### src/rtl/ex_muldiv.sv
// Iterative 32-bit multiply/divide unit owning the HI/LO registers (MULT/MULTU/DIV/DIVU, MFHI/MFLO/MTHI/MTLO).
// Build option: define MULDIV_DIV_EN to compile in the restoring divider; otherwise DIV/DIVU are not unit ops.
module ex_muldiv (
  input  logic        clk,
  input  logic        rst,
  input  logic        start,
  input  logic [5:0]  alu_op,
  input  logic [31:0] rs_data,
  input  logic [31:0] rt_data,
  output logic        busy,
  output logic        stall,
  output logic        done,
  output logic [31:0] hi,
  output logic [31:0] lo,
  output logic [31:0] result
);

  localparam logic [5:0] OP_MFHI  = 6'h10;
  localparam logic [5:0] OP_MTHI  = 6'h11;
  localparam logic [5:0] OP_MFLO  = 6'h12;
  localparam logic [5:0] OP_MTLO  = 6'h13;
  localparam logic [5:0] OP_MULT  = 6'h18;
  localparam logic [5:0] OP_MULTU = 6'h19;
`ifdef MULDIV_DIV_EN
  localparam logic [5:0] OP_DIV   = 6'h1A;
  localparam logic [5:0] OP_DIVU  = 6'h1B;
`endif

  typedef enum logic [1:0] {IDLE, RUN, FIX} state_t;

  state_t      state_q, state_d;
  logic [5:0]  cnt_q, cnt_d;
  logic [63:0] acc_q, acc_d;
  logic [31:0] mag_a_q, mag_a_d;
  logic        sign_a_q, sign_a_d;
  logic        sign_b_q, sign_b_d;
  logic [31:0] hi_q, hi_d;
  logic [31:0] lo_q, lo_d;
  logic        done_q, done_d;
`ifdef MULDIV_DIV_EN
  logic        div_q, div_d;
  logic [31:0] mag_b_q, mag_b_d;
  logic [32:0] rem_sh;
  logic [32:0] rem_diff;
  logic [31:0] quo_fix;
  logic [31:0] rem_fix;
`endif

  logic        is_mfhi, is_mflo, is_mthi, is_mtlo, is_mul, is_div, unit_op;
  logic        op_signed;
  logic [31:0] abs_a, abs_b;
  logic [32:0] mul_sum;
  logic [63:0] prod_fix;
  logic        neg_res;

  always_comb begin
    is_mfhi   = (alu_op == OP_MFHI);
    is_mflo   = (alu_op == OP_MFLO);
    is_mthi   = (alu_op == OP_MTHI);
    is_mtlo   = (alu_op == OP_MTLO);
    is_mul    = (alu_op == OP_MULT) || (alu_op == OP_MULTU);
`ifdef MULDIV_DIV_EN
    is_div    = (alu_op == OP_DIV) || (alu_op == OP_DIVU);
`else
    is_div    = 1'b0;
`endif
    unit_op   = is_mfhi | is_mflo | is_mthi | is_mtlo | is_mul | is_div;
    // Funct codes 0x18/0x1A are the signed variants: bit 0 clear.
    op_signed = ~alu_op[0];
    abs_a     = (op_signed && rs_data[31]) ? (~rs_data + 32'd1) : rs_data;
    abs_b     = (op_signed && rt_data[31]) ? (~rt_data + 32'd1) : rt_data;
  end

  always_comb begin
    state_d  = state_q;
    cnt_d    = cnt_q;
    acc_d    = acc_q;
    mag_a_d  = mag_a_q;
    sign_a_d = sign_a_q;
    sign_b_d = sign_b_q;
    hi_d     = hi_q;
    lo_d     = lo_q;
    done_d   = 1'b0;
    neg_res  = sign_a_q ^ sign_b_q;
    // Multiplier sits in acc[31:0]; partial product accumulates in the upper half and shifts down.
    mul_sum  = {1'b0, acc_q[63:32]} + (acc_q[0] ? {1'b0, mag_a_q} : 33'd0);
    prod_fix = neg_res ? (~acc_q + 64'd1) : acc_q;
`ifdef MULDIV_DIV_EN
    div_d    = div_q;
    mag_b_d  = mag_b_q;
    rem_sh   = {acc_q[63:32], acc_q[31]};
    rem_diff = rem_sh - {1'b0, mag_b_q};
    quo_fix  = neg_res ? (~acc_q[31:0] + 32'd1) : acc_q[31:0];
    rem_fix  = sign_a_q ? (~acc_q[63:32] + 32'd1) : acc_q[63:32];
`endif

    unique case (state_q)
      IDLE: begin
        if (start) begin
          if (is_mul || is_div) begin
            sign_a_d = op_signed & rs_data[31];
            sign_b_d = op_signed & rt_data[31];
            mag_a_d  = abs_a;
            acc_d    = {32'd0, abs_b};
`ifdef MULDIV_DIV_EN
            div_d    = is_div;
            mag_b_d  = abs_b;
            if (is_div) acc_d = {32'd0, abs_a};
`endif
            cnt_d    = '0;
            state_d  = RUN;
          end else if (is_mthi) begin
            hi_d = rs_data;
          end else if (is_mtlo) begin
            lo_d = rs_data;
          end
        end
      end
      RUN: begin
        acc_d = {mul_sum, acc_q[31:1]};
`ifdef MULDIV_DIV_EN
        // Restoring step: remainder in acc[63:32], dividend shifts out / quotient shifts in at acc[31:0].
        if (div_q) begin
          if (!rem_diff[32]) acc_d = {rem_diff[31:0], acc_q[30:0], 1'b1};
          else               acc_d = {rem_sh[31:0], acc_q[30:0], 1'b0};
        end
`endif
        cnt_d = cnt_q + 6'd1;
        if (cnt_q == 6'd31) state_d = FIX;
      end
      FIX: begin
        hi_d = prod_fix[63:32];
        lo_d = prod_fix[31:0];
`ifdef MULDIV_DIV_EN
        if (div_q) begin
          if (mag_b_q == 32'd0) begin
            lo_d = '1;
            hi_d = sign_a_q ? (~mag_a_q + 32'd1) : mag_a_q;
          end else begin
            lo_d = quo_fix;
            hi_d = rem_fix;
          end
        end
`endif
        done_d  = 1'b1;
        state_d = IDLE;
      end
      default: state_d = IDLE;
    endcase
  end

  always_ff @(posedge clk) begin
    if (rst) begin
      state_q  <= IDLE;
      cnt_q    <= '0;
      acc_q    <= '0;
      mag_a_q  <= '0;
      sign_a_q <= 1'b0;
      sign_b_q <= 1'b0;
      hi_q     <= '0;
      lo_q     <= '0;
      done_q   <= 1'b0;
`ifdef MULDIV_DIV_EN
      div_q    <= 1'b0;
      mag_b_q  <= '0;
`endif
    end else begin
      state_q  <= state_d;
      cnt_q    <= cnt_d;
      acc_q    <= acc_d;
      mag_a_q  <= mag_a_d;
      sign_a_q <= sign_a_d;
      sign_b_q <= sign_b_d;
      hi_q     <= hi_d;
      lo_q     <= lo_d;
      done_q   <= done_d;
`ifdef MULDIV_DIV_EN
      div_q    <= div_d;
      mag_b_q  <= mag_b_d;
`endif
    end
  end

  always_comb begin
    busy   = (state_q != IDLE);
    stall  = start & unit_op & busy;
    done   = done_q;
    hi     = hi_q;
    lo     = lo_q;
    result = '0;
    if (is_mfhi)      result = hi_q;
    else if (is_mflo) result = lo_q;
  end

endmodule

### config.mk
export PLATFORM = sky130hd
export DESIGN_NAME = ex_muldiv
export DESIGN_NICKNAME = d
export VERILOG_FILES = /design/src/rtl/ex_muldiv.sv
export SDC_FILE = /design/constraint.sdc
export NUM_CORES = 1
export LEC_CHECK = 0
export ABC_AREA = 1
export CORE_MARGIN = 10
export CORE_UTILIZATION = 32
export DETAILED_ROUTE_END_ITERATION = 8
export SLEW_MARGIN = 10
export SYNTH_ARGS = -nofsm -noshare
export SYNTH_HDL_FRONTEND = slang
export SYNTH_SLANG_ARGS = --single-unit
export TNS_END_PERCENT = 1
### constraint.sdc
create_clock -name clk -period 3.6 [get_ports clk]
set_clock_uncertainty 0.05 [all_clocks]
set_input_delay 0.54 -clock clk [delete_from_list [all_inputs] [get_ports clk]]
set_output_delay 0.54 -clock clk [all_outputs]
set_load 0.01 [all_outputs]
==> results of run 1 <==
==> registers in the layout, indices dropped and copies added (netlist names) <==
signal and count:
sign_b_q 1, cnt_q 6, acc_q 64, state_q 2, lo 32, done 1
mag_a_q 32, sign_a_q 1, hi 32
==> worst min path at each step <==
stage,startpoint,endpoint,slack [ns],depth (start not counted)
finish,mag_a_q[2],mag_a_q[2],0.41,2
global placement,mag_a_q[14],mag_a_q[14],0.40,2
global route,mag_a_q[3],mag_a_q[3],0.45,2
detailed placement,mag_a_q[14],mag_a_q[14],0.40,2
CTS,mag_a_q[4],mag_a_q[4],0.41,2
floorplan,cnt_q[5],state_q[1],0.37,1
==> worst max-delay path, cell delays in order <==
cell and delay (ns):
clkdlybuf4s50_1 0.47, inv_2 0.04, nor2_4 0.10, inv_2 0.07
nor2_8 0.09, nand3_1 0.07, buf_4 0.26, o22ai_1 0.24
clkdlybuf4s50_1 0.58
==> synthesized netlist by cell type (15+ instances only) <==
master,number
nor3_1,23
clkbuf_1,28
nand3_1,197
buf_2,36
o21ai_0,97
nor2_1,316
o22ai_1,71
ha_1,36
inv_2,21
nand2_1,566
nand4_1,36
dfxtp_1,171
inv_1,292
nor2_2,15
a21oi_1,140
xor2_1,21
o21ai_1,92
==> metal layers <==
| metal | GRT usage (%) | share of wire [%] |
|---|---|---|
| met2 | 36.9 | 45 |
| met3 | 3.71 | 7.9 |
| met1 | 30.9 | 45 |
| met5 | 0 | 0 |
| met4 | 5.64 | 1.9 |
==> stage by stage <==
step | std cells | util (%) | total power, W | worst slack [ns] | instance area (um^2)
after floorplan | 2290 | - | 0.00226 | 1.08 | 13500
after global placement | 2940 | 37.4 | 0.00252 | 0.574 | 15600
after detailed placement | 2940 | 37.4 | 0.00253 | 0.485 | 15600
after CTS | 2972 | 38.8 | 0.00446 | 0.484 | 16200
after global routing | 2972 | 38.8 | 0.00459 | 0.364 | 16200
final | 2972 | 38.8 | 0.00444 | 0.492 | 16200
==> kinds of logic after synthesis <==
group / count (synthesis)
simple gates: 1211
compound gates: 456
flops: 171
xor+xnor: 21
fa+ha+maj: 37
buf+inv: 394
==> power by group through the flow <==
| stage | sequential, W | combinational, W | clock [W] |
|---|---|---|---|
| final | 0.00193 | 0.000563 | 0.00195 |
| after global placement | 0.00197 | 0.000552 | 0 |
| after global routing | 0.00193 | 0.000611 | 0.00205 |
| after CTS | 0.00193 | 0.000556 | 0.00198 |
| after floorplan | 0.00197 | 0.000293 | 0 |
| after detailed placement | 0.00197 | 0.000553 | 0 |
==> layout make-up <==
type	instances	area share, %
flip-flops and latches	171	21.1
well taps	539	4.16
repair buffers	190	11.6
inverters	315	7.33
clock buffers	17	2.63
clock inverters	15	1.06
multi-input cells	1725	52.1
==> results_dict.tcl, run 1 <==
set metrics [dict create \
    outcome "completed" \
    rows 75 \
    cp-endpoint "result[25]" \
    num-nets-final 2530 \
    via_per_inst 5.35 \
    cellPowerDensity_nw_per_um2 274 \
    synth_fa_ha_area_share_pct 3.49 \
    crit_start "alu_op[4]" \
    fill_cells 4521 \
    multi_input_area_um2 8440 \
    tns_ns 0 \
    cts_buffers 17 \
    grt_pass1_wl_um 89600 \
    antenna_found_initial 0 \
    cts-resized-gates 0 \
    ant_nets 0 \
    synth_mux_area_share_pct 0 \
    peakVddDrop_mv 0.330 \
    initial_core_util_pct 32.3 \
    port_buffers 171 \
    hp-class "flop to flop" \
    layout_common_cells "566 x nand2_1, 316 x nor2_1, 292 x inv_1, 197 x nand3_1" \
    worst_pin_slew_ns 0.729 \
    ios 172 \
    synth_top_family_by_area "simple AND/OR/NAND/NOR gates" \
    grt.total_usage_pct 22.8 \
    place_congestion 0.971 \
    ys_warn_count 0 \
    p_leak_nw 7.48 \
    synth_xor_area_share_pct 1.37 \
    rsz0062_at_grt "no" \
    die_w_um 225 \
    final-setup-viol-count 0 \
    finalHoldViolCount 0 \
    ctsRootBufferMaster "clkbuf_16" \
    antenna_cells 0 \
    final_common_cell "nand2_1" \
    dr.pass1.iters 5 \
    syn-num-nets 2400 \
    cp-start-kind "input pin" \
    synth_cell_types 53 \
    final-max-slew-violation-count 0 \
    pwr-share-seq_pct 43.4 \
    synth_area_leaders "dfxtp_1 25%, nand2_1 16%, nor2_1 8.8%" \
    drive_gt1_share_pct 5.80 \
    route.vias.total 15894 \
    p_sw_share_pct 30.3 \
    slew_headroom_pct 51.4 \
    wl_per_cell_um 19.8 \
    ff2ff_setup_slack_ns 0.87 \
    synth_edf_count 0 \
    p_int_w 0.00310 \
    clkTransAtPathRegs_ns 0.08 \
    cts_hold_buf 0 \
    ys.flop_type "dfxtp_1" \
    r2r_start "acc_q[0]" \
    synth_area_um2 13500 \
    die_y_um 225 \
    critical_path.endpoint_type "output pin" \
    synth-seq-cells 171 \
    yosys.area_share.simple_pct 38.7 \
    core_um2 41800 \
    ys_seq_area_share_pct 25.4 \
    drtIter0Drc 1713 \
    fin_hold_ws_ns 0.414 \
    first_global_vias 14913 \
    grt_overflow_total 0 \
    hpwlAfterDp_um 47000 \
    drt_wl_total_um 58900 \
    cp.arrival_ns 2.52 \
    power.switching_w 0.00135 \
    p_clk_share_pct 43.9 \
    min_period_over_period_pct 86.3 \
    synth_top_area_cell "dfxtp_1" \
    drv_cap 0 \
    p_comb_share_pct 12.7 \
    min_period_ns 3.11 \
    htree_num_levels 4 \
    async_reset_ff_share_pct 0 \
    worstPathMaxFanout 32 \
    fmax_mhz 322 \
    crit_required_ns 3.01 \
    cts.sink_count 171 \
    syn_inst 2290 \
    clock_latency_ns 0.47 \
    clk_path_buf_depth 2 \
    syn_area_per_cell_um2 5.88 \
    synth_top_area_share_pct 25.4 \
    cts_tree "built" \
    ff2ff_path_depth 11 \
    postCtsSetupBuffers 0 \
    dieArea_um2 50700 \
    path_class "input pin to output pin" \
    regArea_um2 3420 \
    grt_max_degree 95 \
    synth_compound_area_share_pct 19.1 \
    area_growth_pct 20.3 \
    worst_r2r_endpoint "acc_q[44]" \
    drc 0 \
]
Power figures use the tool's default switching activity.
==> run 2, diff against run 1 <==
--- a/config.mk
+++ b/config.mk
@@ -9,7 +9,6 @@
 export CORE_MARGIN = 10
 export CORE_UTILIZATION = 32
 export DETAILED_ROUTE_END_ITERATION = 8
-export SLEW_MARGIN = 10
 export SYNTH_ARGS = -nofsm -noshare
 export SYNTH_HDL_FRONTEND = slang
 export SYNTH_SLANG_ARGS = --single-unit
==> results of run 2 <==
The final DEF is identical to that of run 1; final timing and power are the same.
